`src/rtl/exe_issue_stage_pkg.sv`:
```
// rtl/exe_issue_stage_pkg.sv - shared instruction types, FSM states and decode helpers for the issue stage
package exe_issue_stage_pkg;

    typedef enum logic [3:0] {
        OP_NOP  = 4'd0,
        OP_ADDU = 4'd1,
        OP_SUBU = 4'd2,
        OP_AND  = 4'd3,
        OP_OR   = 4'd4,
        OP_LW   = 4'd5,
        OP_LBU  = 4'd6,
        OP_SW   = 4'd7,
        OP_BEQZ = 4'd8
    } op_e;

    typedef struct packed {
        op_e        op;
        logic [4:0] rd;
        logic [4:0] rs_imm;
    } instruction_s;

    typedef enum logic [1:0] {
        RUN   = 2'd0,
        STALL = 2'd1,
        FLUSH = 2'd2
    } exe_state_e;

    function automatic logic is_load(input op_e op);
        return (op == OP_LW) || (op == OP_LBU);
    endfunction

    function automatic logic writes_reg(input op_e op);
        case (op)
            OP_ADDU, OP_SUBU, OP_AND, OP_OR, OP_LW, OP_LBU: return 1'b1;
            default:                                         return 1'b0;
        endcase
    endfunction

endpackage

```
`src/rtl/exe_issue_stage_fwd_mux.sv`:
```
// rtl/exe_issue_stage_fwd_mux.sv - one-operand priority forwarding mux used at issue capture
module exe_fwd_mux (
    input  logic [4:0]  src_idx,
    input  logic [31:0] dec_val,
    input  logic        s1_fwd_en,
    input  logic [4:0]  s1_rd,
    input  logic [31:0] s1_val,
    input  logic        s2_fwd_en,
    input  logic [4:0]  s2_rd,
    input  logic [31:0] s2_val,
    input  logic        wb_we,
    input  logic [4:0]  wb_addr,
    input  logic [31:0] wb_data,
    output logic [31:0] fwd_val
);

    // Youngest producer wins; r0 always reads as zero.
    always_comb begin
        fwd_val = dec_val;
        if (src_idx == 5'd0) begin
            fwd_val = 32'd0;
        end else if (s1_fwd_en && (s1_rd == src_idx)) begin
            fwd_val = s1_val;
        end else if (s2_fwd_en && (s2_rd == src_idx)) begin
            fwd_val = s2_val;
        end else if (wb_we && (wb_addr == src_idx)) begin
            fwd_val = wb_data;
        end
    end

endmodule

```
`src/rtl/exe_issue_stage.sv`:
```
// rtl/exe_issue_stage.sv - execute issue stage: S1/S2 registers, forwarding, load-use stall and branch squash
module exe_issue_stage
    import exe_issue_stage_pkg::*;
#(
    parameter int FLUSH_SLOTS = 2
) (
    input  logic         clk,
    input  logic         n_reset,
    input  logic         dec_valid_i,
    output logic         dec_ready_o,
    input  instruction_s dec_instr_i,
    input  logic [31:0]  dec_rd_val_i,
    input  logic [31:0]  dec_rs_val_i,
    output logic [31:0]  alu_rd_o,
    output logic [31:0]  alu_rs_o,
    output instruction_s alu_op_o,
    input  logic [31:0]  alu_result_i,
    input  logic         alu_jump_i,
    output logic         mem_valid_o,
    input  logic         mem_ready_i,
    output instruction_s mem_instr_o,
    output logic [31:0]  mem_result_o,
    input  logic         wb_we_i,
    input  logic [4:0]   wb_addr_i,
    input  logic [31:0]  wb_data_i,
    output logic         flush_o
);

    localparam int CNT_W = $clog2(FLUSH_SLOTS) + 1;

    logic         s1_valid_q, s1_valid_d;
    instruction_s s1_instr_q, s1_instr_d;
    logic [31:0]  s1_rd_val_q, s1_rd_val_d;
    logic [31:0]  s1_rs_val_q, s1_rs_val_d;
    logic         s2_valid_q, s2_valid_d;
    instruction_s s2_instr_q, s2_instr_d;
    logic [31:0]  s2_result_q, s2_result_d;
    exe_state_e   state_q, state_d;
    logic [CNT_W-1:0] cnt_q, cnt_d;

    logic        s2_free, s1_adv, s1_open, taken, squash, hazard, capture;
    logic        s1_load, s2_load, s1_fwd_en, s2_fwd_en;
    logic [31:0] fwd_rd, fwd_rs;

    assign s1_fwd_en = s1_valid_q && writes_reg(s1_instr_q.op) && !is_load(s1_instr_q.op);
    assign s2_fwd_en = s2_valid_q && writes_reg(s2_instr_q.op) && !is_load(s2_instr_q.op);

    exe_fwd_mux u_fwd_rd (
        .src_idx   (dec_instr_i.rd),
        .dec_val   (dec_rd_val_i),
        .s1_fwd_en (s1_fwd_en),
        .s1_rd     (s1_instr_q.rd),
        .s1_val    (alu_result_i),
        .s2_fwd_en (s2_fwd_en),
        .s2_rd     (s2_instr_q.rd),
        .s2_val    (s2_result_q),
        .wb_we     (wb_we_i),
        .wb_addr   (wb_addr_i),
        .wb_data   (wb_data_i),
        .fwd_val   (fwd_rd)
    );

    exe_fwd_mux u_fwd_rs (
        .src_idx   (dec_instr_i.rs_imm),
        .dec_val   (dec_rs_val_i),
        .s1_fwd_en (s1_fwd_en),
        .s1_rd     (s1_instr_q.rd),
        .s1_val    (alu_result_i),
        .s2_fwd_en (s2_fwd_en),
        .s2_rd     (s2_instr_q.rd),
        .s2_val    (s2_result_q),
        .wb_we     (wb_we_i),
        .wb_addr   (wb_addr_i),
        .wb_data   (wb_data_i),
        .fwd_val   (fwd_rs)
    );

    always_comb begin
        s2_free = !s2_valid_q || mem_ready_i;
        s1_adv  = s1_valid_q && s2_free;
        s1_open = !s1_valid_q || s1_adv;
        taken   = s1_adv && alu_jump_i;
        squash  = taken || (state_q == FLUSH);

        // Loads to r0 produce nothing worth waiting for.
        s1_load = s1_valid_q && is_load(s1_instr_q.op) && (s1_instr_q.rd != 5'd0);
        s2_load = s2_valid_q && is_load(s2_instr_q.op) && (s2_instr_q.rd != 5'd0);
        hazard  = dec_valid_i &&
                  ((s1_load && ((dec_instr_i.rd == s1_instr_q.rd) || (dec_instr_i.rs_imm == s1_instr_q.rd))) ||
                   (s2_load && ((dec_instr_i.rd == s2_instr_q.rd) || (dec_instr_i.rs_imm == s2_instr_q.rd))));

        dec_ready_o = n_reset && (squash || (s1_open && !hazard));
        capture     = dec_valid_i && dec_ready_o && !squash;
        flush_o     = taken;
    end

    always_comb begin
        state_d = state_q;
        cnt_d   = cnt_q;
        case (state_q)
            RUN, STALL: begin
                if (taken) begin
                    if (FLUSH_SLOTS > 1) begin
                        state_d = FLUSH;
                        cnt_d   = CNT_W'(FLUSH_SLOTS - 1);
                    end else begin
                        state_d = RUN;
                    end
                end else begin
                    state_d = hazard ? STALL : RUN;
                end
            end
            FLUSH: begin
                if (dec_valid_i) begin
                    cnt_d = cnt_q - CNT_W'(1);
                    if (cnt_q == CNT_W'(1)) begin
                        state_d = RUN;
                    end
                end
            end
            default: state_d = RUN;
        endcase
    end

    always_comb begin
        s1_valid_d  = s1_valid_q;
        s1_instr_d  = s1_instr_q;
        s1_rd_val_d = s1_rd_val_q;
        s1_rs_val_d = s1_rs_val_q;
        s2_valid_d  = s2_valid_q;
        s2_instr_d  = s2_instr_q;
        s2_result_d = s2_result_q;
        if (s1_adv) begin
            s1_valid_d = 1'b0;
        end
        if (capture) begin
            s1_valid_d  = 1'b1;
            s1_instr_d  = dec_instr_i;
            s1_rd_val_d = fwd_rd;
            s1_rs_val_d = fwd_rs;
        end
        // S2 contents only change when it is free, so stalled outputs stay put.
        if (s2_free) begin
            s2_valid_d = s1_valid_q;
            if (s1_valid_q) begin
                s2_instr_d  = s1_instr_q;
                s2_result_d = alu_result_i;
            end
        end
    end

    always_ff @(posedge clk or negedge n_reset) begin
        if (!n_reset) begin
            s1_valid_q  <= 1'b0;
            s1_instr_q  <= '0;
            s1_rd_val_q <= 32'd0;
            s1_rs_val_q <= 32'd0;
            s2_valid_q  <= 1'b0;
            s2_instr_q  <= '0;
            s2_result_q <= 32'd0;
            state_q     <= RUN;
            cnt_q       <= '0;
        end else begin
            s1_valid_q  <= s1_valid_d;
            s1_instr_q  <= s1_instr_d;
            s1_rd_val_q <= s1_rd_val_d;
            s1_rs_val_q <= s1_rs_val_d;
            s2_valid_q  <= s2_valid_d;
            s2_instr_q  <= s2_instr_d;
            s2_result_q <= s2_result_d;
            state_q     <= state_d;
            cnt_q       <= cnt_d;
        end
    end

    assign alu_rd_o     = s1_rd_val_q;
    assign alu_rs_o     = s1_rs_val_q;
    assign alu_op_o     = s1_valid_q ? s1_instr_q : '0;
    assign mem_valid_o  = s2_valid_q;
    assign mem_instr_o  = s2_instr_q;
    assign mem_result_o = s2_result_q;

endmodule

```
`config.mk`:
```
export PLATFORM = sky130hd
export DESIGN_NAME = exe_issue_stage
export DESIGN_NICKNAME = d
export VERILOG_FILES = /design/src/rtl/exe_issue_stage_pkg.sv /design/src/rtl/exe_issue_stage_fwd_mux.sv /design/src/rtl/exe_issue_stage.sv
export SDC_FILE = /design/constraint.sdc
export NUM_CORES = 1
export LEC_CHECK = 0
export ABC_AREA = 1
export BUFFER_PORTS_ARGS = -buffer_cell sky130_fd_sc_hd__buf_2
export CAP_MARGIN = 20
export CELL_PAD_IN_SITES_DETAIL_PLACEMENT = 1
export CELL_PAD_IN_SITES_GLOBAL_PLACEMENT = 2
export CORE_MARGIN = 2
export CORE_UTILIZATION = 26
export DETAILED_ROUTE_END_ITERATION = 8
export GPL_ROUTABILITY_DRIVEN = 0
export PLACE_DENSITY_LB_ADDON = 0.1
export SLEW_MARGIN = 10
export SYNTH_ARGS = -nofsm -noshare
export SYNTH_HDL_FRONTEND = slang
export SYNTH_SLANG_ARGS = --single-unit
export TNS_END_PERCENT = 10
```
`constraint.sdc`:
```
create_clock -name clk -period 2.5 [get_ports clk]
set_clock_uncertainty 0.05 [all_clocks]
set_input_delay 0.25 -clock clk [delete_from_list [all_inputs] [get_ports clk]]
set_output_delay 0.25 -clock clk [all_outputs]
set_load 0.005 [all_outputs]
```
**Word-level counts from Yosys, hierarchy flattened**

Index checks and enable logic that the tools add are counted.

- Add/subtract/negate cells: 1
- Eq/ne operators: 28
- Multiplexer cells: 21
- Reduce and logical (&&, ||, !) cells: 51

Operators with widths:

| operator | count |
|---|---|
| 32-bit two-way mux | 8 |
| 5-bit == test | 10 |
| 4-bit by 3-bit == test with 1-bit output, second input constant | 6 |
| 1-bit logical AND | 23 |
| 4-bit by 2-bit == test with 1-bit output, second input constant | 4 |
| 14-bit two-way mux | 1 |
| 6-bit OR reduction | 2 |
| 5-bit logical NOT | 2 |
| 2-bit two-way mux | 5 |
| 5-bit nonzero test | 2 |
| 1-bit logical OR | 9 |
| 4-bit by 1-bit == test with 1-bit output, second input constant | 2 |
| 2-bit case mux with 2 select lines | 2 |
| 1-bit logical NOT | 6 |
| 1-bit two-way mux | 5 |
| 2-bit by 1-bit == test with 1-bit output, second input constant | 2 |
| 2-bit != test, second input constant | 2 |
| 2-bit AND reduction | 2 |
| 2-bit nonzero test | 2 |
| 3-bit AND reduction | 1 |
| 2-bit == test, second input constant | 1 |
| 2-bit logical NOT | 1 |
| 2-bit by 1-bit != test with 1-bit output, second input constant | 1 |
| 2-bit OR reduction | 1 |
| 2-bit by 1-bit subtractor with 2-bit output, second input constant | 1 |

- Register bits after elaboration: 130
- Input port bits: 153

**Depth between registers and ports, before layout**

Gate-level depths: netlist of run 1.

- Depth in word-level cells: 14
- Gate-level depth with buffers: 16
- Mapped depth without buffers: 14

**Hierarchy**

A second synthesis of run 1 with hierarchy kept.

- Cell total of the unflattened synthesis: 1550
- Area total of the unflattened synthesis: 9944.5 sq um

By module, submodules not included:

| module | instances | cells an instance | area each (sq um) | seq. area each (sq um) |
|---|---|---|---|---|
| exe_issue_stage | 1 | 708 | 5758.0 | 3253.1 |
| exe_fwd_mux | 2 | 421 | 2093.3 | 0.0 |

**Least setup slack after synthesis of run 1**

No wires, ideal clock.

- Path kind: flip-flop to flip-flop
- Start point: register s1_valid_q
- End point: register s1_instr_q[10] in the netlist's numbering
- Arrival time: 1.703 ns
- Required time: 2.384 ns
- Slack: 0.680 ns
- Cell stages (with the launch flop): 11
- Path buffers: 3
- Period minus slack after synthesis: 1.820 ns
- Cell sequence: dfrtp_1 > buf_2 > nand2_1 > inv_1 > nand2_1 > nand2_1 > nor2_2 > clkbuf_1 > buf_1 > nand4_1 > nand2_1

- Cells in the longest elaborated chain, start to end: 11
- Elaborated cells on any way between the ends: 17

Ends and longest elaborated chain:

| element | line | text |
|---|---|---|
| from (decl) | exe_issue_stage.sv:31 | `logic s1_valid_q, s1_valid_d;` |
| from (signal assigned) | exe_issue_stage.sv:164 | `s1_valid_q <= s1_valid_d;` |
| 1-bit logical AND (2 in a row) | exe_issue_stage.sv:86 | `s1_load = s1_valid_q && is_load(s1_instr_q.op) && (s1_instr_q.rd != 5'd0);` |
| 1-bit logical AND | exe_issue_stage.sv:89 | `((s1_load && ((dec_instr_i.rd == s1_instr_q.rd) \|\| (dec_instr_i.rs_imm == s1_instr_q.rd))) \|\|` |
| 1-bit logical OR | exe_issue_stage.sv:89 |  |
| 1-bit logical AND | exe_issue_stage.sv:88 | `hazard = dec_valid_i &&` |
| 1-bit logical NOT | exe_issue_stage.sv:92 | `dec_ready_o = n_reset && (squash \|\| (s1_open && !hazard));` |
| 1-bit logical AND | exe_issue_stage.sv:92 |  |
| 1-bit logical OR | exe_issue_stage.sv:92 |  |
| 1-bit logical AND | exe_issue_stage.sv:92 |  |
| 1-bit logical AND | exe_issue_stage.sv:93 | `capture = dec_valid_i && dec_ready_o && !squash;` |
| 1-bit logical AND (*) | exe_issue_stage.sv:93 |  |
| to (signal assigned) | exe_issue_stage.sv:165 | `s1_instr_q <= s1_instr_d;` |
| to (decl) | exe_issue_stage.sv:32 | `instruction_s s1_instr_q, s1_instr_d;` |

Every way passes the cells marked *; elsewhere a longest branch is shown, timed or not.
A chain may end at the register's enable or synchronous reset.

**Worst setup path in the final report of run 1**

- Start point: register s1_instr_q[7] in the netlist's numbering
- End point: output port dec_ready_o

- Cells in the longest elaborated chain, start to end: 9
- Elaborated cells on any way between the ends: 12

Ends and longest elaborated chain:

| element | line | text |
|---|---|---|
| 5-bit == test or 5-bit nonzero test (tied branches) | exe_issue_stage.sv:89, exe_issue_stage.sv:86 |  |
| 1-bit logical OR or 1-bit logical AND (tied branches) | exe_issue_stage.sv:89, exe_issue_stage.sv:86 |  |
| 1-bit logical AND (*) | exe_issue_stage.sv:89 |  |
| 1-bit logical OR (*) | exe_issue_stage.sv:89 |  |
| 1-bit logical AND (*) | exe_issue_stage.sv:88 |  |
| 1-bit logical NOT (*) | exe_issue_stage.sv:92 |  |
| 1-bit logical AND (*) | exe_issue_stage.sv:92 |  |
| 1-bit logical OR (*) | exe_issue_stage.sv:92 |  |
| 1-bit logical AND (*) | exe_issue_stage.sv:92 |  |
| to (decl) | exe_issue_stage.sv:10 | `output logic dec_ready_o,` |

Marks and branches as above.

==> reports/metrics.yaml, run 1 <==
antenna_found_initial: 0
worstPathRequired_ns: 2.20
fin_setup_tns_ns: 0
tightestPinTransition_ns: 0.7565
yosysSeqAreaShare: 0.3554
wire_per_inst_um: 19.52
cts.clk_slew.worst_paths_ns: 0.06
status: "finished, final reports clean"
grt_pass1_wl_um: 66330
yosys_register_bits: 130
portBuffers: 279
vias_per_cell: 4.896
start_kind: "flip-flop"
fp.dieArea_um2: 36720
yosys.area.top_type: "dfrtp_1"
syn_avg_cell_area_um2: 6.045
hold_viol: 0
finalSetupViolations: 0
htreeDepth: 4
drtPass1Iterations: 5
overflow: 0
power.density_nw_per_um2: 907.2
cpMostUsedCell: "nand2_1"
gr-usage-all-layers: 0.2386
timing.slew.headroom: 0.4956
fin_ws_ns: 0.1805
critPathMaxStageDelay_ns: 0.48
area_growth_syn_to_layout_pct: 30.81
drc: 0
dieHeight_um: 191.6
place_area_um2: 11230
yosysTopAreaCellShare: 0.3554
post-route-min-period_ns: 2.320
synthCells: 1514
crit_buf_inv: 2
crit_family: "simple AND/OR/NAND/NOR gates"
crit_type: "reg2out"
slew_violations: 0
timing.final.crit_share: 0.9278
end_kind: "output port"
drv_cap: 0
timing.fmax_ghz: 0.4311
dieWidth_um: 191.6
postLayoutCellArea_um2: 11970
cts_tree: "built"
pre_cts_ws_ns: 0.2822
io_pins: 280
vias: 10883
numCtsBuffers: 17
wirelength_um: 43400
cpMaxStageDelayCell: "dfrtp_1"
synth_fp_nets: 1668
layout-drive-gt1-share: 0.2161
drtIter0Drc: 476
syn_area_um2: 9153
diodes: 0
cp_cell_sequence: "inv_1, nand2_1, nand2_1, nor2_1, nand3_1, nand2_1, nand2_1, nand2_1, nand2_1, nand2_2, a21boi_2, buf_2"
fin_nets: 1909
synthTopCellsByArea: "dfrtp_1 36%, nand2_1 24%, nand4_1 12%"
cts.path.max_buffers: 2
grt_pass1_vias: 11087
cts-root-buf: "clkbuf_16"
cts_setup_buffers: 0
cts_sinks: 130
synth_cell_type_count: 24
clock_latency_ns: 0.44
grt_max_degree: 74
core_um2: 34630
start_util: 0.2643
hold_class: "in2reg"
cp.arrival_ns: 2.02
vdd_drop_max_mv: 0.4565
cp_max_fo: 6
fp-row-count: 68
synth.yosys.warnings: 0
total_leakage_power_nw: 7.267
antenna_left: 0
grt_setup_unrepaired: "no"
dp.final_hpwl_um: 29780
## metal layers
layer,part of all wire,GRT usage,vias up
met5,0,0,-
met4,0.015,0.05799,0
met3,0.044,0.03581,37
met2,0.47,0.3956,301
met1,0.47,0.3253,5255
li1,-,-,5290
## per-stage QoR
step	power, mW	std cells	hold WS, ns	util
floorplan	5.905	1514	-0.09559	-
global placement	8.282	2178	0.07657	0.3244
detailed placement	8.368	2178	0.07431	0.3244
CTS	11.02	2223	0.0002874	0.3452
global route	11.72	2223	0.008631	0.3458
finish	10.86	2223	0.009743	0.3458
## flip-flops by register name, indices dropped and copies added (netlist names)
register and count:
s1_instr_q 14, alu_rd_o 32, mem_valid_o 1, alu_rs_o 32, s1_valid_q 1, cnt_q 2
state_q 2, mem_result_o 32, mem_instr_o 14
## synthesized netlist by cell type
cell type,instances
a21oi_1,3
buf_4,3
nand4_1,174
buf_1,11
ha_1,1
nor2_2,2
a21boi_0,1
dfrtp_1,130
nand2_2,2
xor2_1,1
nand3_1,43
nand2_1,580
inv_2,3
nor2_1,222
buf_6,1
buf_2,21
a31oi_1,1
nand3_2,1
o21ai_0,75
clkbuf_1,74
xnor2_1,3
inv_1,151
nor3_1,8
nand3b_1,3
## final timing paths
path                                  start                to  slack [ns]  cells past startpoint
setup / recovery              s1_instr_q[7]       dec_ready_o        0.18                     12
hold / removal             alu_result_i[26]  mem_result_o[26]        0.01                      3
setup reg to reg              s1_instr_q[7]      alu_rd_o[28]        0.36                     15
hold reg to reg                  state_q[1]        state_q[0]        0.39                      1
max in group asynchronous           n_reset      alu_rs_o[31]        1.56                      3
min in group asynchronous           n_reset     s1_instr_q[9]        0.19                      2
## placed cells by master, fill, tap and decap left out, types with 3 or more instances in the layout
cell type	instances
clkbuf_8	3
inv_2	4
a21oi_1	3
nand3_2	6
nor2_1	211
clkinv_2	3
buf_4	29
nor2_4	13
nor3_1	8
nand3_1	37
dfrtp_1	126
o21ai_0	75
nand3b_1	3
inv_1	150
nand4_1	174
nand2_1	579
dlygate4sd3_1	13
buf_12	11
xnor2_1	3
dfrtp_2	4
buf_2	278
clkbuf_16	17
clkinv_4	3
clkinvlp_4	3
## cells by family after synthesis
logic type,synth area share
flops,0.3554
compound gates,0.04416
fa+ha+maj,0.001367
simple gates,0.4820
buf+inv,0.1132
xor+xnor,0.003828
## power by group
part | switching (mW) | internal [mW]
logic | 2.65 | 1.59
clock network | 1.05 | 1.52
registers | 0.965 | 3.08
## area by class of cell
type                    instances  area, µm²
flip-flops and latches        130       3258
multi-input cells            1120       5005
clock buffers                  20      456.7
clock inverters                12      132.6
inverters                     154      578.1
well taps                     455      569.3
fillers                      4571      22660
repair buffers                332       1973
## worst reg2reg max path, delay by kind of cell, from the launching register on
| family | cells | cell delay [ns] |
|---|---|---|
| simple gates | 13 | 1.12 |
| flops | 1 | 0.48 |
| buf+inv | 2 | 0.43 |
## what timing repair did
item	in CTS	in global routing
endpoints found under the setup margin	1	1
gates resized for setup	1	7
pin swaps	0	0
hold endpoints to repair	142	0
hold buffers	13	0
Note: power is estimated with default switching activity, not from simulation.
==> run 2, diff against run 1 <==
--- a/config.mk
+++ b/config.mk
@@ -10,6 +10,7 @@
 export CAP_MARGIN = 20
 export CELL_PAD_IN_SITES_DETAIL_PLACEMENT = 1
 export CELL_PAD_IN_SITES_GLOBAL_PLACEMENT = 2
+export CORE_ASPECT_RATIO = 1.5
 export CORE_MARGIN = 2
 export CORE_UTILIZATION = 26
 export DETAILED_ROUTE_END_ITERATION = 8
==> run 2 against run 1 <==
Against the previous run: sequential cell count is the same; register-to-register slack improved by 0.02 ns; hold slack improved by 0.0095 ns; cell area is 1.5% higher; critical path type unchanged; critical endpoint unchanged; largest cell class unchanged; largest power group unchanged.
==> reports/metrics.yaml, run 2 (synthesized netlist as in run 1, its figures left out) <==
status: "finished, final reports clean"
critPathMaxStageDelay_ns: 0.46
cts.clk_slew.worst_paths_ns: 0.06
busiest_layer: "met2"
antenna_found_initial: 1
cpMaxStageDelayCell: "dfrtp_2"
cp_cell_sequence: "xor2_1, nor2_4, nand3_1, nand2_1, nand2_1, nand2_1, nand2_1, nand2_2, a21boi_2, buf_2"
diodes: 0
cts_tree: "built"
use_met2: 0.4490
start_kind: "flip-flop"
cts.path.max_buffers: 2
dp.final_hpwl_um: 30980
area_growth_syn_to_layout_pct: 32.71
fin_nets: 1923
core_um2: 34890
cts_sinks: 130
vias: 11039
layout_common_cells: "579 x nand2_1, 278 x buf_2, 211 x nor2_1, 174 x nand4_1, 150 x inv_1"
vdd_drop_max_mv: 0.3547
timing.fmax_ghz: 0.4208
final_common_cell: "nand2_1"
crit_type: "reg2out"
dieWidth_um: 157.2
clock_latency_ns: 0.45
portBuffers: 279
drtPass1Iterations: 7
timing.final.crit_share: 0.9506
timing.slew.headroom: 0.5076
crit_family: "simple AND/OR/NAND/NOR gates"
drc: 0
met1_usage: 0.2978
fp-row-count: 84
htreeDepth: 4
power.density_nw_per_um2: 907.0
cpMostUsedCell: "nand2_1"
fin_setup_tns_ns: 0
multi_input_area_um2: 4995
holdWs_ns: 0.01929
grt_pass1_vias: 11633
wirelength_um: 44830
dieHeight_um: 233.8
cts-root-buf: "clkbuf_16"
rrSetupSlack_ns: 0.38
slew_violations: 0
nFillCells: 4623
fin_ws_ns: 0.1235
power.total_mw: 11.02
fp.dieArea_um2: 36750
tightestPinTransition_ns: 0.7386
grt_setup_unrepaired: "no"
crit_buf_inv: 1
layout-drive-gt1-share: 0.2155
fin_util: 0.3481
wire_per_inst_um: 19.88
drtIter0Drc: 539
io_pins: 280
gr-usage-all-layers: 0.2470
cp_max_fo: 5
pre_cts_ws_ns: 0.2990
regArea_um2: 3261
finalSetupViolations: 0
met3_usage: 0.03493
vias_per_cell: 4.895
cp.arrival_ns: 2.08
grt_max_degree: 85
end_kind: "output port"
start_util: 0.2623
total_leakage_power_nw: 7.337
hold_viol: 0
hold_class: "in2reg"
grt_pass1_wl_um: 68520
worstPathRequired_ns: 2.20
post-route-min-period_ns: 2.376
numCtsBuffers: 17
antenna_left: 0
drv_cap: 0
overflow: 0
## run 2: changes by cell type in the layout (fill, tap and decap cells not counted), sizes merged
cell	before	now
dlygate4sd3	13	24
buf	318	321
clkbuf	21	24
clkinv	6	3
bufinv	2	3
inv	155	154
## run 2: metrics by stage
stage / instances / area, µm²
6_report: 2255 / 12150
4_1_cts: 2255 / 12140
5_1_grt: 2255 / 12150
3_5_place_dp: 2199 / 11280
3_3_place_gp: 2199 / 11280
2_1_floorplan: 1514 / 9153
## run 2: per-layer routing
layer / up-vias / part of all wire
li1: 5314 / -
met3: 58 / 0.039
met4: 2 / 0.024
met1: 5373 / 0.42
met2: 292 / 0.51
met5: - / 0.00029
## run 2: area by class of cell
class / instances / area share
sequential: 130 / 0.2684
clock buffer: 23 / 0.04017
multi-input combinational: 1120 / 0.4112
timing repair buffer: 346 / 0.1734
clock inverter: 9 / 0.01051
tap: 473 / 0.04872
inverter: 154 / 0.04759
## run 2: repair_timing
action,CTS,global route
setup buffers,0,0
endpoints found under the hold margin,86,0
hold buffers,24,0
setup endpoints to repair,1,1
gates resized for setup,3,5
## run 2: report_power, final
group | internal, mW | total, mW | switching [mW]
clock network | 1.67 | 2.71 | 1.04
logic | 1.60 | 4.28 | 2.68
registers | 3.08 | 4.03 | 0.943
## run 2: tightest hold or removal path, cell delays in order
cell	delay, ns
buf_2	0.12
nand2_1	0.06
nand2_1	0.05
## run 2: path summary, 6_finish.rpt
path,endpoint,from,cells after the start
setup / recovery,dec_ready_o,mem_instr_o[9],10
hold / removal,mem_result_o[22],alu_result_i[22],3
setup reg to reg,alu_rd_o[21],s1_instr_q[9],12
hold reg to reg,state_q[0],state_q[1],1
max in group asynchronous,alu_rs_o[21],n_reset,3
min in group asynchronous,alu_rd_o[24],n_reset,2
==> run 3, diff against run 2 <==
--- a/config.mk
+++ b/config.mk
@@ -10,9 +10,10 @@
 export CAP_MARGIN = 20
 export CELL_PAD_IN_SITES_DETAIL_PLACEMENT = 1
 export CELL_PAD_IN_SITES_GLOBAL_PLACEMENT = 2
-export CORE_ASPECT_RATIO = 1.5
+export CORE_ASPECT_RATIO = 1.25
 export CORE_MARGIN = 2
-export CORE_UTILIZATION = 26
+export CORE_UTILIZATION = 27
+export CTS_BUF_LIST = sky130_fd_sc_hd__clkbuf_2 sky130_fd_sc_hd__clkbuf_4 sky130_fd_sc_hd__clkbuf_8
 export DETAILED_ROUTE_END_ITERATION = 8
 export GPL_ROUTABILITY_DRIVEN = 0
 export PLACE_DENSITY_LB_ADDON = 0.1
==> run 3 against run 2 <==
Against the previous run: critical path type unchanged; critical endpoint unchanged; global-route usage rose by 0.50 points; sequential cell count stayed put; count of clock-buffer cells in the layout shrank 1; sequential power about the same; routed wire length shrank 1.7%; total power down 3.0%; register-to-register slack worse by 0.12 ns; sequential share of layout area up 0.098 points; cell count fell by 1.6%; core utilization grew 1.3 points; via count rose by 0.63%.
==> reports/metrics.yaml, run 3 (synthesized netlist as in run 1, its figures left out) <==
timing.final.crit_share: 0.9278
drtIter0Drc: 577
cts_setup_buffers: 0
antenna_found_initial: 2
start_util: 0.2732
layout_common_cells: "579 x nand2_1, 278 x buf_2, 209 x nor2_1, 174 x nand4_1, 149 x inv_1"
dieHeight_um: 209.8
area_growth_syn_to_layout_pct: 32.18
numCtsBuffers: 17
vias_per_cell: 5.004
clock_latency_ns: 0.47
cp.arrival_ns: 2.02
critPathMaxStageDelay_ns: 0.44
gr-usage-all-layers: 0.2519
cpMaxStageDelayCell: "dfrtp_1"
end_kind: "output port"
vdd_drop_max_mv: 0.3504
cpMostUsedCell: "nand2_1"
dp.final_hpwl_um: 30670
wirelength_um: 44070
fp.dieArea_um2: 35400
io_pins: 280
hold_viol: 0
power.total_mw: 10.69
power.density_nw_per_um2: 883.4
dp.cells: 2148
cts_tree: "built"
portBuffers: 279
crit_type: "reg2out"
cp_max_fo: 5
hold_path_depth: 3
grt_pass1_vias: 11484
cts.path.max_buffers: 2
cp_cell_sequence: "inv_1, nand2_1, nand2_1, nor2_4, nand3_1, nand2_1, nand2_1, nand2_1, nand2_1, nand2_2, a21boi_2, buf_2"
grt_max_degree: 87
worstPathRequired_ns: 2.20
fin_nets: 1937
fp-row-count: 75
total_leakage_power_nw: 7.339
drv_cap: 0
antenna_left: 0
cts.clk_slew.worst_paths_ns: 0.08
drtPass1Iterations: 4
tightestPinTransition_ns: 0.8099
grt_pass1_wl_um: 68230
slew_violations: 0
final_common_cell: "nand2_1"
vias: 11109
dieWidth_um: 168.7
timing.fmax_ghz: 0.4311
hold_class: "in2reg"
htreeDepth: 4
overflow: 0
start_kind: "flip-flop"
layout-drive-gt1-share: 0.2155
final_cells: 2220
drc: 0
cts-root-buf: "clkbuf_8"
timing.slew.headroom: 0.4601
wire_per_inst_um: 19.85
cts_sinks: 130
post-route-min-period_ns: 2.319
status: "finished, final reports clean"
core_um2: 33500
finalSetupViolations: 0
r2r_cells: 12
run 3: final timing paths:
path / slack [ns] / startpoint / to
min in group asynchronous: 0.19 / n_reset / mem_result_o[25]
worst max-delay path: 0.18 / mem_instr_o[8] / dec_ready_o
worst min register to register: 0.41 / state_q[1] / state_q[0]
worst min-delay path: 0.05 / dec_instr_i[6] / s1_instr_q[6]
worst max register to register: 0.26 / s1_instr_q[9] / alu_rd_o[4]
max in group asynchronous: 1.45 / n_reset / alu_rs_o[11]
run 3: where the power goes:
| part | switching [mW] | internal, mW |
|---|---|---|
| Sequential | 0.962 | 3.08 |
| Combinational | 2.70 | 1.62 |
| Clock | 0.942 | 1.39 |
run 3: timing repair:
action / CTS / global route
hold endpoints to repair: 78 / 0
setup endpoints to repair: 1 / 1
resized for setup: 2 / 8
hold buffers: 39 / 0
run 3: cell type report:
cell class / count / area (µm²)
inverters: 154 / 578.1
multi-input cells: 1120 / 5000
flip-flops and latches: 130 / 3259
well taps: 423 / 529.3
fillers: 4453 / 21400
clock buffers: 22 / 290.3
diodes: 1 / 2.502
clock inverters: 10 / 202.7
repair buffers: 360 / 2236
run 3: critical path: cells and delay by family (launching register included):
kind	cells	cell delay [ns]
compound gates	1	0.16
buf+inv	2	0.23
flops	1	0.44
simple gates	9	0.72
run 3: routing by layer:
metal / GRT usage / vias to the layer above / part of all wire
met3: 0.03922 / 54 / 0.040
met4: 0.06956 / 2 / 0.018
met5: 0 / - / 0.00036
li1: - / 5338 / -
met2: 0.4442 / 266 / 0.50
met1: 0.3181 / 5449 / 0.44
run 3: stage by stage:
step,TNS [ns],util,hold slack (ns),instance area (µm²),setup slack [ns]
floorplan,0,-,-0.09559,9153,0.6801
global placement,0,0.3342,0.1149,11200,0.1976
detailed placement,0,0.3342,0.1149,11200,0.1482
CTS,0,0.3606,0.02548,12080,0.04104
global route,-0.01047,0.3610,0.03666,12100,-0.01047
finish,0,0.3611,0.05465,12100,0.1805
